## src/rtl/uart_rx_pkg.sv

```systemverilog
// uart_rx_pkg: definitions shared by the UART receiver and transmitter.
//   UART_ETU_CYCLES : default bit period in clk cycles. The receiver and the
//                     transmitter both use this value, so they always agree.
//   uart_rx_state_t : receiver state encoding (3 bits).
//   maj3()          : 2-of-3 majority vote. Used when the receiver is built
//                     with UART_RX_MAJORITY_EN.
package uart_rx_pkg;

    localparam int UART_ETU_CYCLES = 434;

    typedef enum logic [2:0] {
        UART_RX_IDLE  = 3'd0,
        UART_RX_START = 3'd1,
        UART_RX_DATA  = 3'd2,
        UART_RX_STOP  = 3'd3,
        UART_RX_BREAK = 3'd4
    } uart_rx_state_t;

    function automatic logic maj3(input logic a, input logic b, input logic c);
        return (a & b) | (a & c) | (b & c);
    endfunction

endpackage

```

## src/rtl/uart_rx_sync.sv

```systemverilog
// uart_rx_sync: synchronizer chain for asynchronous inputs. Every flop resets
// to 1, which is the idle level of a UART line.
// Ports:
//   clk : system clock
//   rst : asynchronous reset, active low
//   d   : asynchronous input (WIDTH bits)
//   q   : synchronized output, delayed by STAGES clk cycles
// Parameters:
//   WIDTH  : number of independent bits that are synchronized
//   STAGES : flop count. The default of 2 is the normal synchronizer.
//            STAGES=1 lets a caller reach the intermediate stage.
module uart_rx_sync #(
    parameter int WIDTH  = 1,
    parameter int STAGES = 2
) (
    input  logic             clk,
    input  logic             rst,
    input  logic [WIDTH-1:0] d,
    output logic [WIDTH-1:0] q
);

    logic [WIDTH-1:0] pipe [STAGES];

    always_ff @(posedge clk or negedge rst) begin
        if (!rst) begin
            for (int i = 0; i < STAGES; i++) pipe[i] <= '1;
        end else begin
            pipe[0] <= d;
            for (int i = 1; i < STAGES; i++) pipe[i] <= pipe[i-1];
        end
    end

    assign q = pipe[STAGES-1];

endmodule

```

## src/rtl/uart_rx.sv

```systemverilog
// uart_rx: 8N1 UART receiver. It samples each bit at mid-bit using an ETU
// counter. A good frame produces a one-cycle valid pulse and updates
// data_in. A frame whose stop bit is low produces a one-cycle frame_err
// pulse and leaves data_in unchanged.
// Ports:
//   clk       : system clock
//   rst       : asynchronous reset, active low
//   rxd       : serial line, asynchronous to clk, idle high
//   data_in   : last good byte received (LSB is first on the line)
//   valid     : one-cycle pulse when data_in updates
//   frame_err : one-cycle pulse when the stop bit samples 0
//   busy      : high from start-edge detection until the return to IDLE
// Build option:
//   UART_RX_MAJORITY_EN : each start, data and stop decision is a 2-of-3 vote
//   of rx_s at the nominal sample clock and the clocks just before and just
//   after it. The vote still resolves on the nominal clock.
//
// state         | meaning
// --------------+--------------------------------------------------------
// UART_RX_IDLE  | line idle, waiting for a low level on rx_s
// UART_RX_START | counting to mid-start-bit; a high sample there is a glitch
// UART_RX_DATA  | sampling 8 data bits, one per ETU, LSB first
// UART_RX_STOP  | sampling the stop bit: high -> valid, low -> frame_err
// UART_RX_BREAK | after a framing error, waiting for the line to go high
module uart_rx
    import uart_rx_pkg::*;
#(
    parameter int ETU_CYCLES = UART_ETU_CYCLES,
    parameter int HALF_ETU   = ETU_CYCLES / 2,
    parameter int CNT_W      = $clog2(ETU_CYCLES)
) (
    input  logic       clk,
    input  logic       rst,
    input  logic       rxd,
    output logic [7:0] data_in,
    output logic       valid,
    output logic       frame_err,
    output logic       busy
);

    localparam logic [CNT_W-1:0] HALF_LAST = CNT_W'(HALF_ETU - 1);
    localparam logic [CNT_W-1:0] ETU_LAST  = CNT_W'(ETU_CYCLES - 1);

    logic           rx_s;
    logic           sample_bit;
    uart_rx_state_t state;
    logic [CNT_W-1:0] etu_cnt;
    logic [2:0]     bit_cnt;
    logic [7:0]     shift;

`ifdef UART_RX_MAJORITY_EN
    // The synchronizer is split in two. The first stage is the value that
    // rx_s will take on the next clock, so the vote can use the "one clock
    // after" sample while still resolving on the nominal clock.
    logic rx_early;
    logic rx_prev;

    uart_rx_sync #(.WIDTH(1), .STAGES(1)) u_sync_a (
        .clk (clk),
        .rst (rst),
        .d   (rxd),
        .q   (rx_early)
    );

    uart_rx_sync #(.WIDTH(1), .STAGES(1)) u_sync_b (
        .clk (clk),
        .rst (rst),
        .d   (rx_early),
        .q   (rx_s)
    );

    always_ff @(posedge clk or negedge rst) begin
        if (!rst) rx_prev <= 1'b1;
        else      rx_prev <= rx_s;
    end

    assign sample_bit = maj3(rx_prev, rx_s, rx_early);
`else
    uart_rx_sync #(.WIDTH(1), .STAGES(2)) u_sync (
        .clk (clk),
        .rst (rst),
        .d   (rxd),
        .q   (rx_s)
    );

    assign sample_bit = rx_s;
`endif

    always_ff @(posedge clk or negedge rst) begin
        if (!rst) begin
            state     <= UART_RX_IDLE;
            etu_cnt   <= '0;
            bit_cnt   <= '0;
            shift     <= '0;
            data_in   <= '0;
            valid     <= 1'b0;
            frame_err <= 1'b0;
            busy      <= 1'b0;
        end else begin
            valid     <= 1'b0;
            frame_err <= 1'b0;
            case (state)
                UART_RX_IDLE: begin
                    busy    <= 1'b0;
                    etu_cnt <= '0;
                    bit_cnt <= '0;
                    // IDLE reacts to the raw synced level, so a start bit
                    // that directly follows a stop bit is not missed.
                    if (!rx_s) begin
                        state <= UART_RX_START;
                        busy  <= 1'b1;
                    end
                end

                UART_RX_START: begin
                    if (etu_cnt == HALF_LAST) begin
                        etu_cnt <= '0;
                        if (!sample_bit) begin
                            state   <= UART_RX_DATA;
                            bit_cnt <= '0;
                        end else begin
                            state <= UART_RX_IDLE;
                            busy  <= 1'b0;
                        end
                    end else begin
                        etu_cnt <= etu_cnt + CNT_W'(1);
                    end
                end

                UART_RX_DATA: begin
                    if (etu_cnt == ETU_LAST) begin
                        etu_cnt <= '0;
                        shift   <= {sample_bit, shift[7:1]};
                        bit_cnt <= bit_cnt + 3'd1;
                        if (bit_cnt == 3'd7) state <= UART_RX_STOP;
                    end else begin
                        etu_cnt <= etu_cnt + CNT_W'(1);
                    end
                end

                UART_RX_STOP: begin
                    if (etu_cnt == ETU_LAST) begin
                        etu_cnt <= '0;
                        if (sample_bit) begin
                            data_in <= shift;
                            valid   <= 1'b1;
                            state   <= UART_RX_IDLE;
                            busy    <= 1'b0;
                        end else begin
                            frame_err <= 1'b1;
                            state     <= UART_RX_BREAK;
                        end
                    end else begin
                        etu_cnt <= etu_cnt + CNT_W'(1);
                    end
                end

                UART_RX_BREAK: begin
                    // A line held low stays here, so a break produces only
                    // one frame_err.
                    if (rx_s) begin
                        state <= UART_RX_IDLE;
                        busy  <= 1'b0;
                    end
                end

                default: begin
                    state <= UART_RX_IDLE;
                    busy  <= 1'b0;
                end
            endcase
        end
    end

endmodule
```

## config.mk

```make
export PLATFORM = sky130hd
export DESIGN_NAME = uart_rx
export DESIGN_NICKNAME = d
export VERILOG_FILES = /design/src/rtl/uart_rx_pkg.sv /design/src/rtl/uart_rx_sync.sv /design/src/rtl/uart_rx.sv
export SDC_FILE = /design/constraint.sdc
export NUM_CORES = 1
export LEC_CHECK = 0
export ABC_CLOCK_PERIOD_IN_PS = 3400
export CAP_MARGIN = 20
export CORE_MARGIN = 4
export CORE_UTILIZATION = 55
export DETAILED_ROUTE_END_ITERATION = 6
export PLACE_DENSITY = 0.76
export SYNTH_ARGS = -nofsm -noshare
export SYNTH_HDL_FRONTEND = slang
export SYNTH_SLANG_ARGS = --single-unit
```

## constraint.sdc

```tcl
create_clock -name clk -period 3.4 [get_ports clk]
set_clock_uncertainty 0.15 [all_clocks]
set_input_delay 0.34 -clock clk [delete_from_list [all_inputs] [get_ports clk]]
set_output_delay 0.34 -clock clk [all_outputs]
set_load 0.01 [all_outputs]
```

==> metrics <==
status finished, final reports clean; synthesis-to-layout area growth 14.7%; Final nets 173; Hold Path Class reg2reg; # setup viols final 0; Ports 14; worst-margin pin slew 0.673 ns; commonest non-fill, non-tap cell in the layout dfrtp_1; Sink Count 36; Reg-to-Reg Start etu_cnt[0]$_DFFE_PN0P_; area of the core 2880 µm²; min-delay src u_sync.pipe[1]$_DFF_PN1_; gpl congestion 0.897; relative slew slack 54.9%; number of buffers added on ports 13; clk buf depth 2; placed cell areas 1870 µm²; worst path required time between 3 and 4 ns; metal3 WL between 150 and 200 µm; end of the worst register-to-register path bit_cnt[0]$_DFFE_PN0P_; Starting Density about three fifths; Slew Limit Fails 0; Synth Cell Area between 1500 and 2000 µm²; 1st-pass router iterations 4; Final Cycle Share 77.7%; Post-Syn Nets roughly 160; WL met2 1.34 mm; postcts setup bufs 0; CP Capture Type register; worst skew pair latency 0.33 ns; largest area contributor in the netlist dfrtp_1; largest net degree at the start of global routing 37; CTS Buf Count 5; post-synth top area share 49.7%; M1 WL 1.38 mm; Final min period 2.64 ns; 1st-iter DRT viols 47; cell count of the worst hold path 0; CP Class reg2reg; YS warnings 0; # diodes 0; RSZ-0062 raised after global routing false; final wirelength 2.91 mm; Die Y 63.8 µm; Fin. Hold Viols 0; number of global-route vias before repair between 1,000 and 1,500; hold_buf cts 0; clock root cell clkbuf_4; Post-Synthesis Cells roughly 150; Mapped Avg Cell Area 11.3 µm²; Max Freq between 300 and 400 MHz; final instance area 1960 µm²; vias per inst 5.43; leakage 0.000869 µW; via count 1,130; Die X between 60 and 70 µm; post-synthesis cell type count 38; layout cells sized above 1 19.3%; fillers 212; ranking of synthesized cells by area dfrtp_1 (50%), mux2_2 (11%), nand2_1 (4.8%); PnR Total Power 776 µW; # rows 19; DRC 0; Reg clk slew, reported paths 0.10 ns; Pwr Density 395 nW/µm²; DRT antenna net count 0; Max Cap Viol 0; Max VDD drop 0.353 mV; Hold WS 0.215 ns; asr flop ratio synth 100%; die area 4070 µm²; HPWL Detailed roughly 2.0 mm; Total GRT Usage 16.1%; antenna violations before repair 0; CTS H-Tree Depth 2; commonest non-fill, non-tap cells in the layout dfrtp_1 (34), nand2_1 (22), mux2_2 (17); reg2reg path depth 6; number of synthesized flops with an enable pin 0; first-pass GRT wire length ~5.1 mm; wire per inst 14.0 µm; post-route setup TNS 0 ns; Worst EP arrival 2.72 ns; CTS tree done; number of synthesized register bits 36; gr ovfl total 0; r2r setup slk approximately 0.76 ns; Setup crit start kind register; register area share after synthesis 52.7%; Synth Flop Type dfrtp_1; CP Max Fanout 10; PostCTS Resize Cnt 0; WHS Endpoint u_sync.q$_DFF_PN1_; max layer used met4
power breakdown:
| part | internal [µW] | leakage (µW) | switching (µW) | total, µW |
|---|---|---|---|---|
| Combinational | 4.08 | 0.000342 | 9.34 | 13.4 |
| Sequential | 430 | 0.000476 | 1.64 | 432 |
| Clock | 195 | 0.0000515 | 136 | 331 |
| Total | 629 | 0.000869 | 147 | 776 |
synthesized netlist by cell type, types with 3 or more instances:
cell type  count
ha_1           5
inv_1          5
nor2_1         8
mux2_2        17
nor3_1         7
clkbuf_1       6
nand3_1        3
nand2_1       22
o22ai_1        5
nor2b_1        3
dfrtp_1       34
o21ai_0        3
flip-flops by register name, indices dropped and copies added, names as in the netlist, 3 cells and up:
| name | count |
|---|---|
| bit_cnt | 3 |
| data_in | 8 |
| etu_cnt | 9 |
| state | 3 |
| shift | 8 |
how the worst max path moves through the flow:
stage	endpoint	from	slack [ns]	cells after the start
6_report	bit_cnt[0]$_DFFE_PN0P_	etu_cnt[0]$_DFFE_PN0P_	0.76	6
5_1_grt	bit_cnt[0]$_DFFE_PN0P_	etu_cnt[0]$_DFFE_PN0P_	0.67	6
4_1_cts	bit_cnt[0]$_DFFE_PN0P_	etu_cnt[0]$_DFFE_PN0P_	0.77	6
3_5_place_dp	bit_cnt[0]$_DFFE_PN0P_	etu_cnt[0]$_DFFE_PN0P_	0.79	6
3_3_place_gp	bit_cnt[0]$_DFFE_PN0P_	etu_cnt[0]$_DFFE_PN0P_	0.85	6
2_1_floorplan	bit_cnt[0]$_DFFE_PN0P_	etu_cnt[0]$_DFFE_PN0P_	0.94	7
metal layers:
metal / up-vias / global-route usage [%]
li1: 558 / -
met1: 535 / 21.3
met2: 33 / 24.8
met3: 4 / 5.78
met4: 0 / 5.39
met5: - / 0
logic make-up after synthesis:
kind of cell,after synthesis,synth area share [%]
and+or+nand+nor,54,16.0
DFF,36,52.7
AOI/OAI and AO/OA,22,10.3
muxes,20,13.2
buffers and inverters,12,3.07
adders and majority gates,5,3.65
xor gates and xnor gates,2,1.02
critical path, cell delays in order, from the launching register on:
cell and delay, ns:
dfrtp_1 0.42, inv_1 0.10, ha_1 0.14, or4b_1 0.43
o311a_1 0.45, a2111oi_4 0.50, mux2_4 0.33
per-stage QoR:
stage	std cells	utilization, %	worst slack [ns]
after floorplan	151	-	0.943
after global placement	200	65.0	0.854
after detailed placement	200	65.0	0.789
after CTS	208	68.3	0.765
after global routing	208	68.3	0.668
final	208	68.3	0.757
area by class of cell:
cell class                      count  area [µm²]  area share [%]
Timing Repair Buffer               14         138            7.01
Sequential cell                    36         903            46.0
Multi-Input combinational cell    103         757            38.5
Clock inverter                      1        30.0            1.53
Inverter                            5        18.8           0.955
Tap cell                           42        52.6            2.68
Clock buffer                        7        65.1            3.31
Note: power is estimated with default switching activity, not from simulation.
